$ cat config.mk
export PLATFORM = sky130hd
export DESIGN_NAME = shift_add_mul_flat
export DESIGN_NICKNAME = d
export VERILOG_FILES = /design/src/rtl/shift_add_mul_pkg.sv /design/src/rtl/shift_add_mul_if.sv /design/src/rtl/shift_add_mul_add_step.sv /design/src/rtl/shift_add_mul.sv /design/src/flat_wrapper.sv
export SDC_FILE = /design/constraint.sdc
export NUM_CORES = 1
export LEC_CHECK = 0
export ABC_CLOCK_PERIOD_IN_PS = 3050
export BUFFER_PORTS_ARGS = -buffer_cell sky130_fd_sc_hd__buf_4
export CAP_MARGIN = 20
export CORE_ASPECT_RATIO = 1.4
export CORE_MARGIN = 2
export CORE_UTILIZATION = 55
export DETAILED_ROUTE_END_ITERATION = 12
export PLACE_DENSITY_LB_ADDON = 0.12
export RECOVER_POWER = 50
export SLEW_MARGIN = 15
export SYNTH_ARGS = -nofsm -noshare
export SYNTH_HDL_FRONTEND = slang
export SYNTH_SLANG_ARGS = --single-unit
$ cat constraint.sdc
create_clock -name Clk -period 3.05 [get_ports Clk]
set_clock_uncertainty 0.2 [all_clocks]
set_input_delay 0.1525 -clock Clk [delete_from_list [all_inputs] [get_ports Clk]]
set_output_delay 0.1525 -clock Clk [all_outputs]
set_load 0.02 [all_outputs]
$ cat src/rtl/shift_add_mul_pkg.sv
// Shared types and helpers for the shift-and-add multiplier.
// FSM state encoding and counter width helper.
`timescale 1ns/1ps
package shift_add_mul_pkg;

    typedef enum logic [1:0] {
        IDLE = 2'd0,
        RUN  = 2'd1,
        DONE = 2'd2
    } state_e;

    function automatic int cnt_width(input int n);
        return $clog2(n + 1);
    endfunction

endpackage

$ cat src/rtl/shift_add_mul_if.sv
// Start/Done handshake and operand/product bus of the multiplier.
// master drives requests; slave is the multiplier.
`timescale 1ns/1ps
interface shift_add_mul_if #(
    parameter int L = 16,
    parameter int l = 3
);
    logic             Start;
    logic [L-1:0]     Multiplicand;
    logic [l-1:0]     Multiplier;
    logic             Busy;
    logic             Done;
    logic [L+l-1:0]   P;

    modport master (
        output Start, Multiplicand, Multiplier,
        input  Busy, Done, P
    );

    modport slave (
        input  Start, Multiplicand, Multiplier,
        output Busy, Done, P
    );
endinterface

$ cat src/rtl/shift_add_mul_add_step.sv
// One shift-and-add iteration: conditional add of M, then
// a logical right shift of {sum,Q} by one bit.
`timescale 1ns/1ps
module mul_add_step #(
    parameter int L = 16,
    parameter int l = 3
) (
    input  logic [L:0]   a_i,
    input  logic [L-1:0] m_i,
    input  logic [l-1:0] q_i,
    output logic [L:0]   a_o,
    output logic [l-1:0] q_o
);
    logic [L:0]   sum;
    logic [L+l:0] cat;

    // Add M when the current multiplier LSB is set, then shift right.
    always_comb begin
        sum = q_i[0] ? (a_i + {1'b0, m_i}) : a_i;
        cat = {sum, q_i} >> 1;
        a_o = cat[L+l:l];
        q_o = cat[l-1:0];
    end
endmodule

$ cat src/rtl/shift_add_mul.sv
// Sequential shift-and-add multiplier, one multiplier bit per clock.
// Optional MUL_ZERO_SKIP_EN: zero operands finish without RUN.
`timescale 1ns/1ps
module shift_add_mul
    import shift_add_mul_pkg::*;
#(
    parameter int L = 16,
    parameter int l = 3
) (
    input  logic           Clk,
    input  logic           Rst,
    shift_add_mul_if.slave bus
);
    localparam int CW = cnt_width(l);

    state_e          state_q, state_d;
    logic [L-1:0]    m_q, m_d;
    logic [L:0]      a_q, a_d;
    logic [l-1:0]    q_q, q_d;
    logic [CW-1:0]   cnt_q, cnt_d;

    logic [L:0]      step_a;
    logic [l-1:0]    step_q;
    logic            accept;

    mul_add_step #(.L(L), .l(l)) u_step (
        .a_i (a_q),
        .m_i (m_q),
        .q_i (q_q),
        .a_o (step_a),
        .q_o (step_q)
    );

    assign accept   = bus.Start && (state_q == IDLE || state_q == DONE);
    assign bus.Busy = (state_q == RUN);
    assign bus.Done = (state_q == DONE);
    assign bus.P    = {a_q[L-1:0], q_q};

    // State and datapath registers with asynchronous clear.
    always_ff @(posedge Clk or posedge Rst) begin
        if (Rst) begin
            state_q <= IDLE;
            m_q     <= '0;
            a_q     <= '0;
            q_q     <= '0;
            cnt_q   <= '0;
        end else begin
            state_q <= state_d;
            m_q     <= m_d;
            a_q     <= a_d;
            q_q     <= q_d;
            cnt_q   <= cnt_d;
        end
    end

    // Next-state: accept operands, iterate, finish after l steps.
    always_comb begin
        state_d = state_q;
        m_d     = m_q;
        a_d     = a_q;
        q_d     = q_q;
        cnt_d   = cnt_q;
        unique case (state_q)
            IDLE, DONE: begin
                if (state_q == DONE) state_d = IDLE;
                if (accept) begin
                    m_d     = bus.Multiplicand;
                    q_d     = bus.Multiplier;
                    a_d     = '0;
                    cnt_d   = CW'(l);
                    state_d = RUN;
`ifdef MUL_ZERO_SKIP_EN
                    if (bus.Multiplicand == '0 ||
                        bus.Multiplier == '0) begin
                        q_d     = '0;
                        state_d = DONE;
                    end
`endif
                end
            end
            RUN: begin
                a_d   = step_a;
                q_d   = step_q;
                cnt_d = cnt_q - 1'b1;
                if (cnt_q == CW'(1)) state_d = DONE;
            end
            default: state_d = IDLE;
        endcase
    end
endmodule

$ cat src/flat_wrapper.sv
// flat-port wrapper written by rule: the top's interface ports become plain ports
module shift_add_mul_flat import shift_add_mul_pkg::*;
#(
    parameter int L = 16,
    parameter int l = 3
)
  (Clk, Rst, bus_Start, bus_Multiplicand, bus_Multiplier, bus_Busy, bus_Done, bus_P);
  shift_add_mul_if #(.L(L), .l(l)) bus_i ();
  input  logic Clk;
  input  logic Rst;
  input wire logic [$bits(bus_i.Start)-1:0] bus_Start;
  input wire logic [$bits(bus_i.Multiplicand)-1:0] bus_Multiplicand;
  input wire logic [$bits(bus_i.Multiplier)-1:0] bus_Multiplier;
  output wire logic [$bits(bus_i.Busy)-1:0] bus_Busy;
  output wire logic [$bits(bus_i.Done)-1:0] bus_Done;
  output wire logic [$bits(bus_i.P)-1:0] bus_P;
  assign bus_i.Start = bus_Start;
  assign bus_i.Multiplicand = bus_Multiplicand;
  assign bus_i.Multiplier = bus_Multiplier;
  assign bus_Busy = bus_i.Busy;
  assign bus_Done = bus_i.Done;
  assign bus_P = bus_i.P;
  shift_add_mul #(.L(L), .l(l)) u_core (.Clk(Clk), .Rst(Rst), .bus(bus_i));
endmodule
==> flow_summary.json, run 1 <==
{
  "status": "complete, no violations",
  "finalSetupTns_ns": 0,
  "fin_crit_sh": 0.873,
  "area_delta_synth_final_pct": 27.2,
  "clk_path_buf_depth": 2,
  "ys_top_cells_by_area": "dfrtp_1 (42%), nand2_1 (11%), ha_1 (9.1%), a21oi_1 (4.9%), o21ai_0 (4.1%)",
  "worstSetupEndpointType": "flip-flop",
  "grt_pass1_vias": 2100,
  "cts_tree": "built",
  "n_antenna_cell": 0,
  "seq_area_sq_um": 976,
  "busiest_layer": "met2",
  "syn_avg_cell_area_sq_um": 8.70,
  "final-hold-violation-count": 0,
  "postCtsSetupRepairBufs": 0,
  "synth_common_cells": "nand2_1 (68), dfrtp_1 (39), a21oi_1 (23)",
  "ir_drop_mv": 0.562,
  "drv_cap": 0,
  "seq_area_frac_synth": 0.418,
  "leakagePower_nw": 1.48,
  "first_pass_iters": 4,
  "num_rows": 28,
  "clockRootBuffer": "clkbuf_8",
  "chipWidth_microns": 59.0,
  "yosys.cell_count.top_type": "nand2_1",
  "pwr_density_cell_nw_per_um2": 1160,
  "ys_ff_latch": 39,
  "use_met1": 0.295,
  "synth_cell_types": 38,
  "critical_path_peak_fanout": 4,
  "ys_warn_count": 0,
  "cts.sinks": 39,
  "drive_above_1_share": 0.152,
  "ys.flop_type": "dfrtp_1",
  "grt_overflow": 0,
  "wirelength_mm": 5.37,
  "n_fill_cell": 369,
  "required_ns": 3.02,
  "grt_first_pass_wirelength_mm": 9.10,
  "antenna_left": 0,
  "fmax_ghz": 0.376,
  "avgViaCountPerCell": 5.55,
  "rsz0062_at_grt": "false",
  "numCtsBuffers": 5,
  "grt_max_degree": 40,
  "io_pins": 43,
  "dp_hpwl_mm": 3.74,
  "worst_pin_slew_ns": 0.975,
  "coreArea_sq_um": 4130,
  "multi_input_area_sq_um": 1290,
  "fin_util": 0.718,
  "routed-via-count": 2108,
  "async_flop_share": 1.00,
  "dieHeight_microns": 81.1,
  "synth_edf_count": 0,
  "port_buffers": 42,
  "period_needed_ns": 2.66,
  "setup_viol": 0,
  "antenna_found_initial": 0,
  "wl_per_cell_microns": 14.1,
  "synth_nets": 308,
  "use_met2": 0.449,
  "insertion_delay_ns": 0.29,
  "grtUsageTotal": 0.247,
  "routabilityCongestion": 0.808,
  "cts_max_level": 2,
  "drc": 0,
  "clkTransAtPathRegs_ns": 0.07,
  "worstPathArrival_ns": 2.64,
  "syn-cell-area_sq_um": 2330,
  "yosys.area.top_type_share": 0.418,
  "synthCells": 268,
  "crit_type": "reg -> reg",
  "grt_util_met3": 0.0334,
  "hold_path.class": "in -> reg",
  "initial_utilization": 0.564,
  "critPathLaunchType": "flip-flop",
  "dieArea_sq_um": 4780,
  "worst_slew_margin_rel": 0.350,
  "slew_viol_final": 0,
  "num-nets-final": 376,
  "synth_top_area_cell": "dfrtp_1",
  "drt_iter0_drc": 92
}
[sequential cells by signal, summed over array words and instances, names as in the netlist]
signal,cells
u_core.a_q,16
u_core.m_q,16
u_core.q_q,3
u_core.cnt_q,2
u_core.state_q,2
[layout make-up]
type / instances / share of cell area
flip-flops and latches: 39 / 0.329
repair buffers: 71 / 0.183
clock buffers: 6 / 0.0245
well taps: 45 / 0.0190
multi-input cells: 211 / 0.434
inverters: 8 / 0.0101
[metrics by stage]
stage | setup slack [ns] | power, mW | instances | hold WS (ns) | instance area, sq um
final | 0.387 | 3.44 | 380 | 0.260 | 2970
after global routing | 0.190 | 3.75 | 380 | 0.290 | 2970
after CTS | 0.361 | 3.49 | 380 | 0.258 | 3010
after detailed placement | 0.384 | 3.15 | 354 | 0.113 | 2730
after global placement | 0.429 | 3.10 | 354 | 0.102 | 2730
after floorplan | 0.301 | 2.51 | 268 | 0.0579 | 2330
[power breakdown]
| group | switching [mW] | internal, mW | total, mW |
|---|---|---|---|
| Sequential | 0.192 | 0.765 | 0.957 |
| Combinational | 1.25 | 0.915 | 2.16 |
| Clock | 0.165 | 0.152 | 0.318 |
| Total | 1.60 | 1.83 | 3.44 |
[repair_timing]
item,4_1_cts,5_1_grt
gates resized for setup,0,0
hold endpoints to repair,58,0
hold buffers,20,0
[metal layers]
layer | share of wire | wire length (microns)
met1 | 0.43 | 2330
met2 | 0.53 | 2840
met3 | 0.025 | 136
met4 | 0.012 | 65
met5 | 0 | 0
[worst max-delay path: stages (launching register included)]
cell	delay, ns
dfrtp_1	0.40
ha_1	0.23
fa_1	0.40
a21o_1	0.22
a221oi_2	0.27
o21bai_1	0.11
a21o_1	0.19
a31oi_1	0.18
mux2_2	0.35
[placed cells by master (no fill, tap or decap), drive strengths merged, types with 4 or more instances in the layout]
cell type    count
nand2           68
buf             39
dfrtp           39
a21oi           23
dlygate4sd3     20
o21ai           19
clkbuf          18
ha              17
nor2            14
xnor2            9
a21o             8
inv              7
nor3b            7
a31oi            6
nor2b            4
mux2i            4
[worst paths after layout]
path	depth (start not counted)	slack [ns]	startpoint	end
worst max-delay path	8	0.39	u_core.a_q[0]$_DFFE_PP0P_	u_core.a_q[13]$_DFFE_PP0P_
worst min-delay path	5	0.26	bus_Start	u_core.a_q[13]$_DFFE_PP0P_
worst max register to register	8	0.39	u_core.a_q[0]$_DFFE_PP0P_	u_core.a_q[13]$_DFFE_PP0P_
worst min register to register	2	0.28	u_core.m_q[7]$_DFFE_PP0P_	u_core.m_q[7]$_DFFE_PP0P_
max in group asynchronous	4	1.52	Rst	u_core.m_q[15]$_DFFE_PP0P_
min in group asynchronous	4	0.53	Rst	u_core.m_q[0]$_DFFE_PP0P_
[logic make-up (layout without fill, tap and decap cells)]
kind of cell	after synthesis	after routing	share of synthesized area
simple gates	105	105	0.195
compound gates	71	71	0.190
flops	39	39	0.418
fa+ha+maj	18	18	0.0998
buf+inv	18	85	0.0290
xor+xnor	12	12	0.0451
mux	5	5	0.0220
No activity file was read; power rests on OpenSTA's default activity.
==> run 2: changes to the inputs <==
--- a/config.mk
+++ b/config.mk
@@ -5,6 +5,7 @@
 export SDC_FILE = /design/constraint.sdc
 export NUM_CORES = 1
 export LEC_CHECK = 0
+export ABC_AREA = 1
 export ABC_CLOCK_PERIOD_IN_PS = 3050
 export BUFFER_PORTS_ARGS = -buffer_cell sky130_fd_sc_hd__buf_4
 export CAP_MARGIN = 20
==> flow_summary.json, run 2 <==
{
  "status": "complete, no violations",
  "worst_slew_margin_rel": 0.349,
  "layout_setup_ws_ns": 0.921,
  "leakagePower_nw": 1.84,
  "wirelength_mm": 6.21,
  "critPathLaunchType": "flip-flop",
  "area_delta_synth_final_pct": 22.4,
  "worstSetupEndpointType": "flip-flop",
  "worstHoldPathCells": 4,
  "power_frac_comb": 0.653,
  "hp-start": "bus_Start",
  "r2r_cells": 11,
  "cts_max_level": 2,
  "drive_above_1_share": 0.138,
  "clkTransAtPathRegs_ns": 0.08,
  "grt_first_pass_wirelength_mm": 10.9,
  "yosys.area.top_type_share": 0.366,
  "finalSetupTns_ns": 0,
  "grt_max_degree": 40,
  "synth_top_area_cell": "dfrtp_1",
  "multi_input_area_sq_um": 1420,
  "numCtsBuffers": 5,
  "hold_path.class": "in -> reg",
  "pwr_density_cell_nw_per_um2": 1190,
  "yosys.cell_count.top_type": "nand2_1",
  "rrSetupSlack_ns": 0.92,
  "postCtsSetupRepairBufs": 0,
  "crit_type": "reg -> reg",
  "cts_tree": "built",
  "dieHeight_microns": 86.4,
  "worst_pin_slew_ns": 0.976,
  "io_pins": 43,
  "first_pass_iters": 4,
  "synth_edf_count": 0,
  "period_needed_ns": 2.13,
  "dp.cells": 494,
  "place_area_sq_um": 3020,
  "antenna_left": 0,
  "routed-via-count": 2579,
  "grtUsageTotal": 0.250,
  "cts.sinks": 39,
  "synth_cell_types": 28,
  "reg2reg_to": "u_core.a_q[7]$_DFFE_PP0P_",
  "wl_per_cell_microns": 11.9,
  "ir_drop_mv": 0.618,
  "n_fill_cell": 448,
  "ys_warn_count": 0,
  "port_buffers": 42,
  "clockRootBuffer": "clkbuf_8",
  "ys_top_cells_by_area": "dfrtp_1 (37%), nand2_1 (23%), ha_1 (8.0%), inv_1 (6.6%), nor2_1 (4.9%)",
  "seq_area_frac_synth": 0.366,
  "worstPathArrival_ns": 2.12,
  "dieArea_sq_um": 5430,
  "ys.flop_type": "dfrtp_1",
  "n_antenna_cell": 0,
  "fin_cells": 522,
  "required_ns": 3.04,
  "clock_power_share": 0.091,
  "p_int_mw": 1.86,
  "avgViaCountPerCell": 4.94,
  "reg2reg_from": "u_core.a_q[0]$_DFFE_PP0P_",
  "layout_commonest_cell": "nand2_1",
  "largest_registers": "u_core.a_q x16, u_core.m_q x16, u_core.q_q x3",
  "final_area_sq_um": 3270,
  "synth_common_cells": "nand2_1 (160), inv_1 (47), dfrtp_1 (39)",
  "hold_end": "u_core.a_q[1]$_DFFE_PP0P_",
  "fin_crit_sh": 0.698,
  "setup_viol": 0,
  "fmax_ghz": 0.470,
  "grt_overflow": 0,
  "seqPwrFrac": 0.256,
  "fin_util": 0.685,
  "final_cell_mix": "nand2_1 (160), inv_1 (47), dfrtp_1 (39)",
  "grt_pass1_vias": 2534,
  "final-hold-violation-count": 0,
  "rsz0062_at_grt": "false",
  "cts_hold_buf": 20,
  "p_sw_mw": 2.03,
  "hold_ws_ns": 0.108,
  "coreArea_sq_um": 4770,
  "dp_hpwl_mm": 4.47,
  "drc": 0,
  "initial_utilization": 0.560,
  "routabilityCongestion": 0.902,
  "drv_cap": 0,
  "drt_iter0_drc": 125,
  "num-nets-final": 497,
  "seq_area_sq_um": 976,
  "clk_path_buf_depth": 2,
  "async_flop_share": 1.00,
  "syn-cell-area_sq_um": 2670,
  "antenna_found_initial": 0,
  "critical_path_peak_fanout": 4,
  "synth_nets": 434,
  "place_ws_ns": 0.983,
  "syn_avg_cell_area_sq_um": 6.77,
  "synthCells": 394,
  "cts_resized": 0,
  "finalPower_mw": 3.90,
  "num_rows": 30,
  "slew_viol_final": 0,
  "ys_ff_latch": 39,
  "swShare": 0.522,
  "insertion_delay_ns": 0.29,
  "chipWidth_microns": 62.9
}
[run 2: power groups by stage]
stage	combinational [mW]	sequential, mW	clock (mW)
after floorplan	1.87	1.08	0
after global placement	2.53	1.01	0
after detailed placement	2.57	1.01	0
after CTS	2.61	0.999	0.363
after global routing	2.93	1.03	0.383
final	2.55	0.998	0.354
[run 2: worst max path at each step]
| stage | endpoint | from | cells past startpoint |
|---|---|---|---|
| 6_report | u_core.a_q[7]$_DFFE_PP0P_ | u_core.a_q[0]$_DFFE_PP0P_ | 11 |
| 5_1_grt | u_core.a_q[7]$_DFFE_PP0P_ | u_core.a_q[0]$_DFFE_PP0P_ | 11 |
| 4_1_cts | u_core.a_q[7]$_DFFE_PP0P_ | u_core.a_q[0]$_DFFE_PP0P_ | 11 |
| 3_5_place_dp | u_core.a_q[13]$_DFFE_PP0P_ | u_core.a_q[0]$_DFFE_PP0P_ | 12 |
| 3_3_place_gp | u_core.a_q[13]$_DFFE_PP0P_ | u_core.a_q[0]$_DFFE_PP0P_ | 12 |
| 2_1_floorplan | u_core.a_q[7]$_DFFE_PP0P_ | u_core.a_q[0]$_DFFE_PP0P_ | 11 |
[run 2: area by class of cell]
class,count,area share
Clock buffer,5,0.0211
Sequential cell,39,0.299
Multi-Input combinational cell,291,0.434
Timing Repair Buffer,65,0.152
Clock inverter,3,0.00613
Inverter,55,0.0632
Tap cell,64,0.0245
[run 2: cells by family after synthesis]
kind of cell	count (synthesis)	share of synthesized area
AOI/OAI and AO/OA	32	0.0638
buffers and inverters	64	0.103
DFF	39	0.366
adders and majority gates	18	0.0872
xor gates and xnor gates	4	0.0131
and+or+nand+nor	237	0.367
[run 2: critical path, stage by stage (launching register included)]
cell and delay (ns):
dfrtp_1 0.41, ha_1 0.24, fa_1 0.40, nand2_1 0.08, nand2_1 0.06, and2_4 0.15, nand2_2 0.05, nand2_2 0.05
xnor2_1 0.16, nand2_1 0.09, nand2_1 0.08, nand2_1 0.05
[run 2: routing by layer]
layer / share of wire / GRT usage / routed length, microns / up-vias
li1: - / - / - / 1342
met1: 0.42 / 0.293 / 2610 / 1181
met2: 0.53 / 0.469 / 3260 / 47
met3: 0.034 / 0.0286 / 211 / 9
met4: 0.020 / 0.0869 / 123 / 0
met5: 0 / 0 / 0 / -
==> run 3: changes to the inputs <==
--- a/config.mk
+++ b/config.mk
@@ -5,8 +5,8 @@
 export SDC_FILE = /design/constraint.sdc
 export NUM_CORES = 1
 export LEC_CHECK = 0
-export ABC_AREA = 1
-export ABC_CLOCK_PERIOD_IN_PS = 3050
+export ABC_AREA = 0
+export ABC_CLOCK_PERIOD_IN_PS = 2000
 export BUFFER_PORTS_ARGS = -buffer_cell sky130_fd_sc_hd__buf_4
 export CAP_MARGIN = 20
 export CORE_ASPECT_RATIO = 1.4
==> constraint.sdc (replaced) <==
create_clock -name Clk -period 2 [get_ports Clk]
set_clock_uncertainty 0.2 [all_clocks]
set_input_delay 0.1 -clock Clk [delete_from_list [all_inputs] [get_ports Clk]]
set_output_delay 0.1 -clock Clk [all_outputs]
set_load 0.02 [all_outputs]
==> flow_summary.json, run 3 (same netlist as run 1, synthesis figures left out) <==
{
  "chipWidth_microns": 59.0,
  "drt_iter0_drc": 155,
  "drive_above_1_share": 0.325,
  "fin_crit_sh": 1.24,
  "cts_max_level": 2,
  "cpPeakStageDelay_ns": 0.42,
  "layout_setup_ws_ns": -0.489,
  "grt_max_degree": 40,
  "wl_per_cell_microns": 16.3,
  "place_ws_ns": -0.508,
  "cts.sinks": 39,
  "slowest_stage": "dfrtp_1",
  "violations": "setup timing",
  "fin_util": 0.868,
  "cts_tree": "built",
  "final_cell_mix": "buf_4 (81), nand2_1 (68), dfrtp_1 (37)",
  "place_area_sq_um": 3070,
  "final_area_sq_um": 3590,
  "dp_hpwl_mm": 4.21,
  "num-nets-final": 418,
  "path_cells": "ha_4, fa_2, a21o_1, a221oi_2, buf_4, o311a_1, o21ai_0, a31oi_1, a22o_1",
  "avgViaCountPerCell": 5.74,
  "status": "complete, but fails checks",
  "setup_viol": 13,
  "worst_pin_slew_ns": 0.968,
  "worstPathArrival_ns": 2.54,
  "dieHeight_microns": 81.1,
  "routabilityCongestion": 0.836,
  "fmax_ghz": 0.402,
  "area_delta_synth_final_pct": 53.8,
  "antenna_found_initial": 0,
  "drc": 0,
  "routed-via-count": 2433,
  "first_pass_iters": 4,
  "drv_cap": 0,
  "largest_registers": "u_core.a_q x16, u_core.m_q x16, u_core.q_q x3",
  "clkTransAtPathRegs_ns": 0.09,
  "dieArea_sq_um": 4780,
  "clk_path_buf_depth": 2,
  "period_needed_ns": 2.49,
  "hold_ws_ns": 0.0460,
  "coreArea_sq_um": 4130,
  "rsz0062_at_grt": "true",
  "port_buffers": 42,
  "grt_first_pass_wirelength_mm": 10.8,
  "antenna_left": 0,
  "grtUsageTotal": 0.296,
  "clockRootBuffer": "clkbuf_8",
  "leakagePower_nw": 1.81,
  "initial_utilization": 0.564,
  "finalPower_mw": 7.15,
  "required_ns": 2.05,
  "use_met2": 0.504,
  "numCtsBuffers": 5,
  "grt_overflow": 0,
  "grt_pass1_vias": 2430,
  "num_rows": 28,
  "worstSetupEndpointType": "flip-flop",
  "n_fill_cell": 246,
  "wirelength_mm": 6.91,
  "n_antenna_cell": 0,
  "io_pins": 43,
  "insertion_delay_ns": 0.30,
  "slew_viol_final": 0,
  "busiest_layer": "met2",
  "critical_path_peak_fanout": 3,
  "hold_path.class": "in -> reg",
  "grt_util_met3": 0.0494,
  "final-hold-violation-count": 0,
  "layout_commonest_cell": "buf_4",
  "use_met1": 0.356,
  "fin_cells": 424,
  "pwr_density_cell_nw_per_um2": 1990,
  "crit_type": "reg -> reg",
  "finalSetupTns_ns": -3.03,
  "dp.cells": 390,
  "critPathLaunchType": "flip-flop",
  "ir_drop_mv": 1.28,
  "worst_slew_margin_rel": 0.354
}
==> run 3: cell types whose count changed in the layout (fill, tap and decap cells not counted), moves of 7 or more <==
| cell | previous run | this run |
|---|---|---|
| nor3b_1 | 0 | 7 |
| nand2_2 | 7 | 0 |
| nor2_1 | 35 | 13 |
| nand3_1 | 25 | 2 |
| inv_2 | 8 | 0 |
| inv_1 | 47 | 7 |
| buf_4 | 33 | 81 |
| nand2_1 | 160 | 68 |
| a21o_1 | 0 | 7 |
==> run 3: path summary, 6_finish.rpt <==
check	from	endpoint	slack, ns	depth (start not counted)
setup / recovery	u_core.m_q[0]$_DFFE_PP0P_	u_core.a_q[9]$_DFFE_PP0P_	-0.49	9
hold / removal	bus_Start	u_core.state_q[0]$_DFFE_PP0P_	0.05	4
setup reg to reg	u_core.m_q[0]$_DFFE_PP0P_	u_core.a_q[9]$_DFFE_PP0P_	-0.49	9
hold reg to reg	u_core.cnt_q[0]$_DFFE_PP0P_	u_core.cnt_q[0]$_DFFE_PP0P_	0.28	1
max in group asynchronous	Rst	u_core.a_q[1]$_DFFE_PP0P_	0.47	4
min in group asynchronous	Rst	u_core.q_q[2]$_DFFE_PP0P_	0.45	4
==> run 3: layout make-up <==
class                           instances  area (sq um)  share of cell area
Clock inverter                          2          60.1              0.0167
Sequential cell                        39           978               0.273
Clock buffer                            6          72.6              0.0202
Tap cell                               45          56.3              0.0157
Multi-Input combinational cell        211          1480               0.412
Timing Repair Buffer                  113           912               0.254
Inverter                                8          30.0             0.00837
==> run 3: routing by layer <==
layer	wire [microns]	vias up
met5	0	-
met4	242	0
met3	280	23
met2	3500	81
met1	2890	1176
li1	-	1153
==> run 3: power breakdown <==
| part | leakage [nW] | internal, mW | switching [mW] |
|---|---|---|---|
| Sequential | 0.481 | 1.17 | 0.275 |
| Clock | 0.0654 | 0.499 | 0.296 |
| Combinational | 1.26 | 2.35 | 2.56 |
==> run 3: timing repair <==
item / 4_1_cts / 5_1_grt
gates resized for setup: 7 / 24
hold buffers: 20 / 0
setup buffers: 3 / 4
endpoints found under the setup margin: 13 / 16
pin swaps: 9 / 14
hold endpoints to repair: 58 / 0
==> run 3: critical path, delay by kind of cell, from the launching register on <==
family                     cells  cell delay, ns
buffers and inverters          1            0.19
AOI/OAI and AO/OA              6            1.12
DFF                            1            0.42
adders and majority gates      2            0.52
